==> config.mk <==
export PLATFORM = sky130hd
export DESIGN_NAME = mips_reg_file
export DESIGN_NICKNAME = d
export VERILOG_FILES = /design/src/rtl/mips_reg_file.sv
export SDC_FILE = /design/constraint.sdc
export NUM_CORES = 2
export LEC_CHECK = 0
export ABC_CLOCK_PERIOD_IN_PS = 4500
export CORE_ASPECT_RATIO = 1.1
export CORE_UTILIZATION = 35
export DETAILED_ROUTE_END_ITERATION = 8
export GPL_TIMING_DRIVEN = 1
export MAX_ROUTING_LAYER = met4
export SLEW_MARGIN = 20
export SYNTH_ARGS = -nofsm -noshare
export SYNTH_HDL_FRONTEND = slang
export SYNTH_SLANG_ARGS = --single-unit
==> constraint.sdc <==
create_clock -name in_clk -period 4.5 [get_ports in_clk]
set_clock_uncertainty 0.2 [all_clocks]
set_input_delay 1.35 -clock in_clk [delete_from_list [all_inputs] [get_ports in_clk]]
set_output_delay 1.35 -clock in_clk [all_outputs]
set_load 0.005 [all_outputs]
==> src/rtl/mips_reg_file.sv <==
// ============================================================================
// mips_reg_file : 32-entry MIPS general-purpose register file, 2R/1W, $0 = 0.
// Optional write-to-read forwarding when REG_FILE_BYPASS_EN is defined.
// Revision      : 1.0
// ============================================================================
`default_nettype none

module mips_reg_file #(
  parameter int DATA_W = 32,
  parameter int ADDR_W = 5
) (
  input  logic              in_clk,
  input  logic              in_rst_n,
  input  logic [ADDR_W-1:0] in_rd_addr_a,
  input  logic [ADDR_W-1:0] in_rd_addr_b,
  output logic [DATA_W-1:0] out_rd_data_a,
  output logic [DATA_W-1:0] out_rd_data_b,
  input  logic              in_wr_en,
  input  logic [ADDR_W-1:0] in_wr_addr,
  input  logic [DATA_W-1:0] in_wr_data
);

  localparam int DEPTH = 2 ** ADDR_W;

  // Entry 0 has no storage; it only exists as a constant in the read view.
  logic [DATA_W-1:0] regs_q  [1:DEPTH-1];
  logic [DATA_W-1:0] regs_d  [1:DEPTH-1];
  logic [DATA_W-1:0] rd_view [0:DEPTH-1];

  always_comb begin
    for (int i = 1; i < DEPTH; i++) begin
      regs_d[i] = regs_q[i];
      if (in_wr_en && (in_wr_addr == ADDR_W'(i))) begin
        regs_d[i] = in_wr_data;
      end
    end
  end

  always_ff @(posedge in_clk or negedge in_rst_n) begin
    if (!in_rst_n) begin
      for (int i = 1; i < DEPTH; i++) begin
        regs_q[i] <= '0;
      end
    end else begin
      for (int i = 1; i < DEPTH; i++) begin
        regs_q[i] <= regs_d[i];
      end
    end
  end

  assign rd_view[0] = '0;

  genvar gi;
  generate
    for (gi = 1; gi < DEPTH; gi++) begin : g_view
      assign rd_view[gi] = regs_q[gi];
    end
  endgenerate

`ifdef REG_FILE_BYPASS_EN
  logic wr_live;
  logic byp_a;
  logic byp_b;

  // Forwarding is suppressed during reset so both ports still read zero.
  assign wr_live = in_rst_n && in_wr_en && (in_wr_addr != '0);
  assign byp_a   = wr_live && (in_wr_addr == in_rd_addr_a);
  assign byp_b   = wr_live && (in_wr_addr == in_rd_addr_b);

  always_comb begin
    out_rd_data_a = rd_view[in_rd_addr_a];
    out_rd_data_b = rd_view[in_rd_addr_b];
    if (byp_a) out_rd_data_a = in_wr_data;
    if (byp_b) out_rd_data_b = in_wr_data;
  end
`else
  always_comb begin
    out_rd_data_a = rd_view[in_rd_addr_a];
    out_rd_data_b = rd_view[in_rd_addr_b];
  end
`endif

endmodule

`default_nettype wire

==> results.tsv <==
stage	metric	value	unit
global_route	vias in the first global route	37751	
clock_network	Clock transition at path regs	0.06	ns
routing	routed vias	36057	
place	PortBufs	113	
place	Cells after DPL	5711	
synthesis	syn_area_per_cell	14.63	um2
timing	Tcrit/Tclk final	1.056	
timing	RSZ-0062 raised after global routing	true	
setup_path	worst-path maximum fanout	7	
place	Final GP Congestion	0.8481	
layout	nets@finish	4047	
routing	iteration-0 DRC count of the detailed router	2747	
synthesis	number of distinct library cells after synthesis	32	
synthesis	Yosys reg bits	992	
place	Post-Place Cell Area	59710	um2
timing	worst slew pin tran	1.095	ns
setup_path	Crit. End Element	primary output	
clock_network	CTS tree	built	
global_route	first-pass GRT wire length	268.1	mm
place	post-detail-place hpwl	113.2	mm
routing	drt first pass iters	5	
status	status	finished, violations left	
setup_path	Worst Setup Start Kind	input port	
routing	WL/cell	29.96	um
layout	Final Cell Area	66660	um2
layout	Area growth, synth to finish	25.23	%
synthesis	Synth area leader	dfrtp_1	
timing	final setup violation count	64	
floorplanning	Chip Height	411.0	um
synthesis	largest cells by area after synthesis	dfrtp_1 47%, mux2_2 22%, mux4_2 16%	
global_route	total global routing overflow	0	
min_path	worst min path class	register to register	
timing	relative slew slack	0.2680	
setup_path	WS Path Type	input port to primary output	
clock_network	H-tree Lvls	3	
setup_path	CP Data Arrival Time	3.20	ns
pwr	sequential power share	0.439	
pwr	Comb pwr share	0.236	
synthesis	post-synthesis cell count	3639	
status	failing checks	negative setup slack	
pwr	Cell Pwr Density	411.0	nW/um2
routing	Final ANT Viol Nets	0	
synthesis	Post-synth top flop	dfrtp_1	
timing	Achievable Freq	210.4	MHz
floorplanning	die area	153600	um2
floorplanning	I/O Pins	114	
floorplanning	core box area	150400	um2
layout	layout cell share with drive strength beyond 1	0.6048	
setup_path	cell family with most CP delay	buffers and inverters	
setup_path	Required @ worst endpoint	2.95	ns
routing	Total Routed Length	181.3	mm
pwr	clock power share	0.325	
pwr	Tot Pwr	0.02740	W
global_route	Tot GR Track Use	0.2429	
pwr	switching share of power	0.2822	
layout	final non-filler cell total	6049	
setup_path	WP buf/inv	7	
layout	Filler Cell Count	13154	
setup_path	Register-to-Register Path Depth	1	
routing	# DRC	0	
clock_network	clock sink count	992	
flow_run	max-cap viol count	0	
pwr	Leak	28.86	nW
min_path	Hold Startpoint	rd_view[242]	
setup_path	Slowest-stage cell, CP	mux4_2	
synthesis	most frequent cell after synthesis	mux2_2	
synthesis	synth warn	0	
setup_path	Crit path depth	11	
synthesis	Seq/Total Area, Yosys	0.4664	
layout	max reg flops	992	
setup_path	Critical R2R Capture	rd_view[362]	
place	pre-CTS WS	-0.8803	ns
floorplanning	Chip Width	373.8	um
pwr	VDD IR max	0.2918	mV
setup_path	flop2flop setup slack	3.46	ns
global_route	initial antenna violation count	8	
synthesis	synthesized cell area	53230	um2
pwr	NetSw	0.007732	W
clock_network	CTS Buf Count	104	
synthesis	Synth top area share	0.4664	
floorplanning	Placement Rows	149	
global_route	largest net degree at the start of global routing	122	
timing	pins over their slew limit	0	
synthesis	Post-synth ARST share	1.000	
setup_path	ordered cell list for the critical path	buf_16 > buf_16 > buf_12 > buf_12 > buf_16 > mux4_2 > a22o_1 > o21ai_1 > buf_4 > o31ai_4 > buf_2	
timing	post-route setup slack	-0.2535	ns
floorplanning	initial core utilization	0.3538	
setup_path	CP peak stage delay	0.51	ns
routing	Via density	5.961	
clock_network	Longest Clk Path Bufs	3	
setup_path	FF-to-FF Start	rd_view[362]	
timing	post-layout minimum cycle time	4.753	ns
setup_path	crit path to	out_rd_data_a[26]	
clock_network	Clock Latency Late Sink	0.73	ns
timing	Fin. Hold Viols	0	
synthesis	Syn Nets	3689	
synthesis	Commonest cells post-synth	1035 x mux2_2, 992 x dfrtp_1, 384 x mux4_2	
synthesis	EDFF count, synth	0	
setup_path	cell mode on critical path	buf_16	
setup_path	crit path launch	in_rd_addr_a[0]	
timing	Hold Slack	0.3212	ns
pwr	Internal	0.01967	W
clock_network	Root Driver	clkbuf_16	
==> layer usage <==
| layer | wire (um) | part of all wire | GRT usage |
|---|---|---|---|
| met5 | 0 | 0 | - |
| met2 | 89970 | 0.50 | 0.3956 |
| met1 | 74660 | 0.41 | 0.3085 |
| met4 | 6332 | 0.035 | 0.08720 |
| met3 | 10300 | 0.057 | 0.03481 |
==> kinds of logic after synthesis <==
logic type             Yosys count  share of synthesized area
AO/OA/AOI/OAI                  448                    0.06318
buffers and inverters          410                    0.03639
flip-flops                     992                     0.4664
multiplexers                  1600                     0.4160
AND/OR/NAND/NOR                189                    0.01810
==> what timing repair did <==
| item | 4_1_cts | 5_1_grt |
|---|---|---|
| buffers inserted | 138 | 36 |
| endpoints found under the setup margin | 64 | 64 |
| pin swaps | 169 | 98 |
| gates resized for setup | 605 | 81 |
| cloned | 20 | 1 |
| hold buffers | 0 | 0 |
==> metrics by stage <==
step / TNS (ns) / utilization
3_3_place_gp: -38.77 / 0.3969
2_1_floorplan: 0 / -
6_report: -10.31 / 0.4431
4_1_cts: -11.53 / 0.4412
5_1_grt: -13.19 / 0.4431
3_5_place_dp: -38.98 / 0.3969
==> layout make-up <==
class / count / area, um2 / share of cell area
multi-input combinational: 2237 / 28090 / 0.4214
inverter: 2 / 10.01 / 0.0001502
clock buffer: 145 / 3030 / 0.04546
timing repair buffer: 660 / 7807 / 0.1171
clock inverter: 43 / 424.2 / 0.006363
antenna: 7 / 17.52 / 0.0002628
tap: 1963 / 2456 / 0.03685
sequential: 992 / 24820 / 0.3724
==> power groups by stage <==
stage                     Sequential [W]  Clock [W]  Combinational, W
final                             0.0120    0.00891           0.00646
after global routing              0.0122    0.00940           0.00686
after CTS                         0.0120    0.00905           0.00640
after detailed placement          0.0121          0           0.00594
after global placement            0.0120          0           0.00582
after floorplan                   0.0116          0           0.00417
==> layout by cell type, fill, tap and decap left out, types with 11 or more instances in the layout <==
master,Yosys,layout
mux2_2,1035,1035
dfrtp_1,992,992
mux4_2,384,384
buf_4,28,288
a22o_1,192,191
buf_12,0,159
mux2i_1,160,155
clkbuf_16,0,108
buf_2,137,81
nand2_1,79,66
o22ai_1,64,61
buf_6,16,58
o31ai_4,0,53
o21ai_2,0,43
a211oi_2,0,41
clkinv_2,0,29
buf_16,0,29
and3_1,32,24
mux2_1,21,21
clkbuf_8,0,21
buf_8,0,21
a211oi_1,64,20
and2_1,34,20
clkdlybuf4s50_1,0,18
clkbuf_1,216,17
nor2_4,0,14
nand2_2,0,13
o21ai_1,64,13
and2_4,0,12
o31ai_2,0,11
==> worst min-delay path by stage <==
stage                    to  cells after the start  slack (ns)
3_5_place_dp   rd_view[252]                      1        0.30
2_1_floorplan  rd_view[410]                      1        0.27
3_3_place_gp   rd_view[774]                      1        0.30
6_report       rd_view[242]                      1        0.32
5_1_grt        rd_view[242]                      1        0.34
4_1_cts        rd_view[414]                      1        0.32
(Power assumes the default switching activity.)
